<file path="src/rtl/server_seq_pkg.sv">
// Shared definitions for the server operation sequencer: opcodes, per-op
// terminal counts, FSM state encoding and multiplier mode codes.
package server_seq_pkg;

    localparam logic [3:0] OP_DECODE        = 4'd0;
    localparam logic [3:0] OP_ACCUM         = 4'd1;
    localparam logic [3:0] OP_DECRYPT_NONTT = 4'd2;
    localparam logic [3:0] OP_MEM_XFER      = 4'd3;
    localparam logic [3:0] OP_EP_ACC        = 4'd4;
    localparam logic [3:0] OP_EP_GEN        = 4'd5;
    localparam logic [3:0] OP_EXTR_MUL      = 4'd6;
    localparam logic [3:0] OP_INTT          = 4'd7;
    localparam logic [3:0] OP_NTT           = 4'd8;
    localparam logic [3:0] OP_KEYGEN        = 4'd9;
    localparam int         OP_COUNT         = 10;

    localparam logic [1:0] MODE_NTT  = 2'd0;
    localparam logic [1:0] MODE_INTT = 2'd1;
    localparam logic [1:0] MODE_NONE = 2'd2;

    // Fixed window edges that do not scale with the parameters.
    localparam int GEN_LAST     = 99;
    localparam int KG_NTT_FIRST = 100;
    localparam int NTT_LAST     = 257;

    typedef enum logic {
        ST_IDLE = 1'b0,
        ST_RUN  = 1'b1
    } seq_state_t;

    function automatic logic op_legal(input logic [3:0] op);
        return (op <= OP_KEYGEN);
    endfunction

    function automatic int op_term(input logic [3:0] op, input int xfer_len, input int ntt_cycle);
        case (op)
            OP_DECODE:        return 64;
            OP_ACCUM:         return 643;
            OP_DECRYPT_NONTT: return 65;
            OP_MEM_XFER:      return 576;
            OP_EP_ACC:        return 131;
            OP_EP_GEN:        return 99;
            OP_EXTR_MUL:      return xfer_len + 7;
            OP_INTT:          return 199;
            OP_NTT:           return 198;
            OP_KEYGEN:        return KG_NTT_FIRST + ntt_cycle;
            default:          return 0;
        endcase
    endfunction

    function automatic int max_term(input int xfer_len, input int ntt_cycle);
        int m;
        m = 0;
        for (int i = 0; i < OP_COUNT; i++) begin
            if (op_term(4'(i), xfer_len, ntt_cycle) > m) m = op_term(4'(i), xfer_len, ntt_cycle);
        end
        return m;
    endfunction

endpackage

</file>
<file path="src/rtl/seq_window_decode.sv">
// Combinational phase-window decode: maps the running op and its count onto
// the secret-gen / NTT strobes, mode and multiplier address/write-enable.
module seq_window_decode
    import server_seq_pkg::*;
#(
    parameter int CNT_W     = 10,
    parameter int ADDR_W    = 11,
    parameter int N_COEF    = 64,
    parameter int XFER_LEN  = 576,
    parameter int NTT_CYCLE = 192,
    parameter int MULT_LAT  = 6,
    parameter int ADDR_IDLE = 640
) (
    input  logic              i_active,
    input  logic [3:0]        i_op,
    input  logic [CNT_W-1:0]  i_count,
    output logic              o_secret_gen,
    output logic              o_ntt_start,
    output logic [1:0]        o_mode,
    output logic [ADDR_W-1:0] o_addr_mult,
    output logic              o_addr_mult_we
);

    logic [31:0] w_c;
    logic        w_is_gen;
    logic        w_is_xfer;

    assign w_c = 32'(i_count);

    always_comb begin
        w_is_gen       = i_active && (i_op == OP_EP_GEN || i_op == OP_KEYGEN);
        w_is_xfer      = i_active && (i_op == OP_EXTR_MUL);
        o_secret_gen   = w_is_gen && (w_c <= GEN_LAST);
        o_ntt_start    = i_active &&
                         (((i_op == OP_NTT) && (w_c <= NTT_LAST)) ||
                          ((i_op == OP_KEYGEN) && (w_c >= KG_NTT_FIRST) &&
                           (w_c <= KG_NTT_FIRST + NTT_CYCLE)));
        o_mode         = MODE_NONE;
        o_addr_mult    = ADDR_W'(ADDR_IDLE);
        o_addr_mult_we = 1'b0;

        if (i_active && i_op == OP_INTT) o_mode = MODE_INTT;
        else if (o_ntt_start)            o_mode = MODE_NTT;

        // Address and write windows key off the generating op, not the
        // secret_gen strobe, so a larger N_COEF extends them past its end.
        if ((w_is_xfer && w_c < XFER_LEN) || (w_is_gen && w_c < N_COEF))
            o_addr_mult = w_c[ADDR_W-1:0];

        if ((w_is_xfer && w_c >= MULT_LAT && w_c < XFER_LEN + MULT_LAT) ||
            (w_is_gen  && w_c >= MULT_LAT && w_c < N_COEF + MULT_LAT))
            o_addr_mult_we = 1'b1;
    end

endmodule

</file>
<file path="src/rtl/server_op_sequencer.sv">
// Start/busy/done operation sequencer for the server NTT/multiplier datapath:
// one counter per accepted op, abort and illegal-op detection, delayed address taps.
module server_op_sequencer
    import server_seq_pkg::*;
#(
    parameter int CNT_W     = 10,
    parameter int ADDR_W    = 11,
    parameter int N_COEF    = 64,
    parameter int XFER_LEN  = 576,
    parameter int NTT_CYCLE = 192,
    parameter int MULT_LAT  = 6,
    parameter int ADDR_IDLE = 640
) (
    input  logic              i_clk,
    input  logic              i_rst,
    input  logic              i_start,
    input  logic [3:0]        i_op,
    input  logic              i_abort,
    output logic              o_busy,
    output logic              o_op_done,
    output logic              o_op_err,
    output logic [CNT_W-1:0]  o_server_counter,
    output logic              o_secret_gen,
    output logic              o_ntt_start,
    output logic [1:0]        o_mode,
    output logic [ADDR_W-1:0] o_addr_mult,
    output logic              o_addr_mult_we,
    output logic [ADDR_W-1:0] o_addr_mult_wr,
    output logic              o_addr_mult_we_reg,
    output logic              o_read_en_mult,
    output logic              o_dbg_state
);

    // Handshake: start is a single-cycle request honoured only in IDLE;
    // busy rises the cycle after acceptance and falls the cycle after
    // op_done or abort; op_err answers an illegal start one cycle later.

    if (max_term(XFER_LEN, NTT_CYCLE) >= (2 ** CNT_W)) begin : g_bad_cnt_w
        $error("CNT_W too narrow for the largest terminal count");
    end
    if (ADDR_W < CNT_W || ADDR_IDLE >= (2 ** ADDR_W)) begin : g_bad_addr_w
        $error("ADDR_W too narrow for counter or parked address");
    end

    seq_state_t        r_state;
    seq_state_t        w_next;
    logic [3:0]        r_op_q;
    logic [CNT_W-1:0]  r_count;
    logic [CNT_W-1:0]  w_term;
    logic              w_accept;
    logic              w_err;
    logic              w_done;
    logic              w_active;
    logic              r_op_err;
    logic [ADDR_W-1:0] r_addr_wr;
    logic              r_we_reg;
    logic              r_read_en;

    assign w_active = (r_state == ST_RUN);
    assign w_term   = CNT_W'(op_term(r_op_q, XFER_LEN, NTT_CYCLE));

    always_ff @(posedge i_clk) begin
        if (i_rst) r_state <= ST_IDLE;
        else       r_state <= w_next;
    end

    always_comb begin
        w_next   = r_state;
        w_accept = 1'b0;
        w_err    = 1'b0;
        w_done   = 1'b0;
        case (r_state)
            ST_IDLE: begin
                if (i_start) begin
                    if (op_legal(i_op)) begin
                        w_next   = ST_RUN;
                        w_accept = 1'b1;
                    end else begin
                        w_err = 1'b1;
                    end
                end
            end
            ST_RUN: begin
                // Abort wins over a coincident terminal count.
                if (i_abort) begin
                    w_next = ST_IDLE;
                end else if (r_count == w_term) begin
                    w_done = 1'b1;
                    w_next = ST_IDLE;
                end
            end
            default: w_next = ST_IDLE;
        endcase
    end

    always_ff @(posedge i_clk) begin
        if (i_rst) begin
            r_count  <= '0;
            r_op_q   <= OP_DECODE;
            r_op_err <= 1'b0;
        end else begin
            r_op_err <= w_err;
            if (w_accept) r_op_q <= i_op;
            if (w_active && w_next == ST_RUN) r_count <= r_count + 1'b1;
            else                              r_count <= '0;
        end
    end

    seq_window_decode #(
        .CNT_W     (CNT_W),
        .ADDR_W    (ADDR_W),
        .N_COEF    (N_COEF),
        .XFER_LEN  (XFER_LEN),
        .NTT_CYCLE (NTT_CYCLE),
        .MULT_LAT  (MULT_LAT),
        .ADDR_IDLE (ADDR_IDLE)
    ) u_decode (
        .i_active       (w_active),
        .i_op           (r_op_q),
        .i_count        (r_count),
        .o_secret_gen   (o_secret_gen),
        .o_ntt_start    (o_ntt_start),
        .o_mode         (o_mode),
        .o_addr_mult    (o_addr_mult),
        .o_addr_mult_we (o_addr_mult_we)
    );

    always_ff @(posedge i_clk) begin
        if (i_rst) begin
            r_addr_wr <= '0;
            r_we_reg  <= 1'b0;
            r_read_en <= 1'b0;
        end else begin
            r_addr_wr <= w_active ? o_addr_mult : '0;
            r_we_reg  <= w_active && o_addr_mult_we;
            r_read_en <= w_active && o_addr_mult[0];
        end
    end

    assign o_busy             = w_active;
    assign o_op_done          = w_done;
    assign o_op_err           = r_op_err;
    assign o_server_counter   = r_count;
    assign o_addr_mult_wr     = r_addr_wr;
    assign o_addr_mult_we_reg = r_we_reg;
    assign o_read_en_mult     = r_read_en;
    assign o_dbg_state        = r_state;

endmodule

</file>
<file path="config.mk">
export PLATFORM = sky130hd
export DESIGN_NAME = server_op_sequencer
export DESIGN_NICKNAME = d
export VERILOG_FILES = /design/src/rtl/server_seq_pkg.sv /design/src/rtl/seq_window_decode.sv /design/src/rtl/server_op_sequencer.sv
export SDC_FILE = /design/constraint.sdc
export NUM_CORES = 1
export LEC_CHECK = 0
export ABC_AREA = 1
export BUFFER_PORTS_ARGS = -buffer_cell sky130_fd_sc_hd__buf_2
export CORE_MARGIN = 1
export CORE_UTILIZATION = 53
export DETAILED_ROUTE_END_ITERATION = 6
export PLACE_DENSITY_LB_ADDON = 0.15
export SETUP_SLACK_MARGIN = 0.4
export SLEW_MARGIN = 20
export SYNTH_ARGS = -nofsm -noshare
export SYNTH_HDL_FRONTEND = slang
export SYNTH_SLANG_ARGS = --single-unit
</file>
<file path="constraint.sdc">
create_clock -name i_clk -period 4.8 [get_ports i_clk]
set_clock_uncertainty 0.2 [all_clocks]
set_input_delay 0.24 -clock i_clk [delete_from_list [all_inputs] [get_ports i_clk]]
set_output_delay 0.24 -clock i_clk [all_outputs]
set_load 0.02 [all_outputs]
</file>
==> out/summary.txt <==
status - finished, final reports clean
Final WS setup - 2.57 ns
Switching Fraction - 0.254
Syn Inst Count - 268
vias in the first global route - 1492
Clock transition at path regs - 0.07 ns
HP Class - in2reg
main combinational cell family by area after synthesis - simple AND/OR/NAND/NOR gates
CP max FO - 9
fill cell count - 332
top-count cell post-synth - nand2_1
fin nets - 332
Hold Buf Count CTS - 0
synthesis warning total - 0
Seq/Total Area, Yosys - 0.362
fmax - 0.449 GHz
multiplexer area fraction after synthesis - 0
max-slew violation count - 0
worst skew pair latency - 0.28 ns
grt ovf - 0
CTS tree - built
max_cap viols - 0
Final Cycle Share - 0.464
Post-synth EDFFs - 0
H-tree depth - 2
wire per inst - 10.6 µm
via count - 1678
antenna cells - 0
crit start category - register
largest net degree at the start of global routing - 12
Reg power frac - 0.525
hold path start - i_rst
simple-gate share of the synthesized area - 0.334
largest area contributor in the netlist - dfxtp_1
Switch Pwr - 0.154 mW
detailed router's first-iteration violation count - 157
syn avg cell area - 7.43 µm²
Synth Area in Compound Gates - 0.0722
Synth Area in XOR/XNOR - 0.0528
Post-route DRC - 0
GRT Total Usage - 0.218
Die Y - 63.3 µm
placed cell count - 355
combinational power share - 0.121
clk root buf - clkbuf_8
async set-reset flop share out of synthesis - 0
non-filler cells, final - 363
GP Congestion - 0.874
# clock sinks - 36
Final setup violation count - 0
vias per std cell - 4.62
final instance area - 0.00231 mm²
synth top area cells - dfxtp_1, nand2_1, nor2_1
CP Data Required Time - 4.36 ns
CP Data Arrival Time - 1.79 ns
hold violation total from the final report - 0
total CTS buffers - 5
Primary FF master, synth - dfxtp_1
top-area cell type share of the netlist area - 0.362
Clock Path Buffers - 2
Post-Synth Adder-Cell Area - 0.0503
Synth top cells by count - nand2_1, dfxtp_1, nor2_1
Final ANT Viol Nets - 0
Leak Pwr - 1.28 nW
die area - 0.00401 mm²
R2R Path Start - o_busy
antenna violations before repair - 0
1st-pass router iterations - 4
origin of the worst setup path - o_server_counter[8]
setup TNS - 0 ns
Core Box Area - 0.00347 mm²
DP HPWL - 3040 µm
fraction of layout cells with a size suffix above 1 - 0.319
PwrDens - 263 mW/mm²
Setup Fix Bufs, Post-CTS - 0
first-pass GRT wire length - 6830 µm
Placed Instance Area - 0.00222 mm²
DRT Wirelength - 3860 µm
critical path type - reg2out
Int Pwr - 0.453 mW
PortBufs - 48
P&R area growth vs syn - 16.2%
Starting Density - 0.574
CTS resizes - 0
Placement Rows - 21
RSZ-0062 raised after global routing - no
Unique masters post-synth - 32
Worst setup EP type - output pin
VDD IR max - 161 µV
dpl ws - 2.75 ns
Post-Syn Area - 0.00199 mm²
#FFs+latches synth - 36
io pins - 51
crit path time final - 2.23 ns
die width - 63.3 µm
Clk pwr share - 0.354
## routing by layer
metal	up-vias	GRT usage	share of wire	wire length, µm
li1	907	-	-	-
met1	738	0.270	0.48	1860
met2	33	0.371	0.48	1870
met3	0	0.0616	0.035	134
met4	0	0.0511	0	0
met5	-	0	0	0
## power groups by stage
stage / clock (mW) / combinational [mW] / sequential, mW
final: 0.215 / 0.0736 / 0.319
after global routing: 0.239 / 0.0832 / 0.320
after floorplan: 0 / 0.0562 / 0.327
after CTS: 0.220 / 0.0741 / 0.319
after global placement: 0 / 0.0726 / 0.325
after detailed placement: 0 / 0.0733 / 0.326
## layout by cell type, fill, tap and decap left out, types with 5 or more instances in the layout
| cell type | count |
|---|---|
| nor2_1 | 36 |
| inv_2 | 16 |
| o21ai_0 | 7 |
| nand3_1 | 20 |
| nor3_1 | 5 |
| buf_2 | 48 |
| clkbuf_8 | 6 |
| ha_1 | 8 |
| inv_1 | 31 |
| dfxtp_1 | 36 |
| xor2_1 | 9 |
| nand2_2 | 12 |
| nand2_1 | 41 |
## per-stage QoR
| stage | utilization | hold slack, ns | total power [mW] |
|---|---|---|---|
| 2_1_floorplan | - | 0.112 | 0.383 |
| 5_1_grt | 0.667 | 0.0443 | 0.642 |
| 4_1_cts | 0.667 | 0.0125 | 0.613 |
| 3_5_place_dp | 0.641 | 0.307 | 0.399 |
| 6_report | 0.667 | 0.0206 | 0.608 |
| 3_3_place_gp | 0.641 | 0.308 | 0.398 |
## path summary, 6_finish.rpt
path | endpoint | slack [ns] | depth (start not counted)
setup / recovery | o_mode[1] | 2.57 | 9
hold / removal | o_addr_mult_we_reg | 0.02 | 2
hold reg to reg | o_addr_mult_wr[6] | 0.31 | 2
setup reg to reg | w_term[7] | 2.73 | 12
## cell type report
class | count | area (µm²) | share of cell area
inverter | 48 | 185 | 0.0800
multi-input combinational | 177 | 1020 | 0.441
clock buffer | 8 | 90.1 | 0.0389
timing repair buffer | 48 | 240 | 0.104
sequential | 36 | 721 | 0.311
tap | 46 | 57.6 | 0.0249
## worst max-delay path, stage by stage, from the launching register on
cell and delay [ns]:
dfxtp_1 0.57, nand2_1 0.12, nor2_2 0.18, nand3_1 0.10
nand2_1 0.07, nand2_1 0.05, nand2_1 0.07, nand2_1 0.05
o21bai_1 0.12, buf_2 0.18
## logic make-up after synthesis
group	after synthesis
adders and majority gates	8
buffers and inverters	56
other	1
and+or+nand+nor	135
DFF	36
xor gates and xnor gates	12
AOI/OAI and AO/OA	20
No activity file was read; power rests on OpenSTA's default activity.
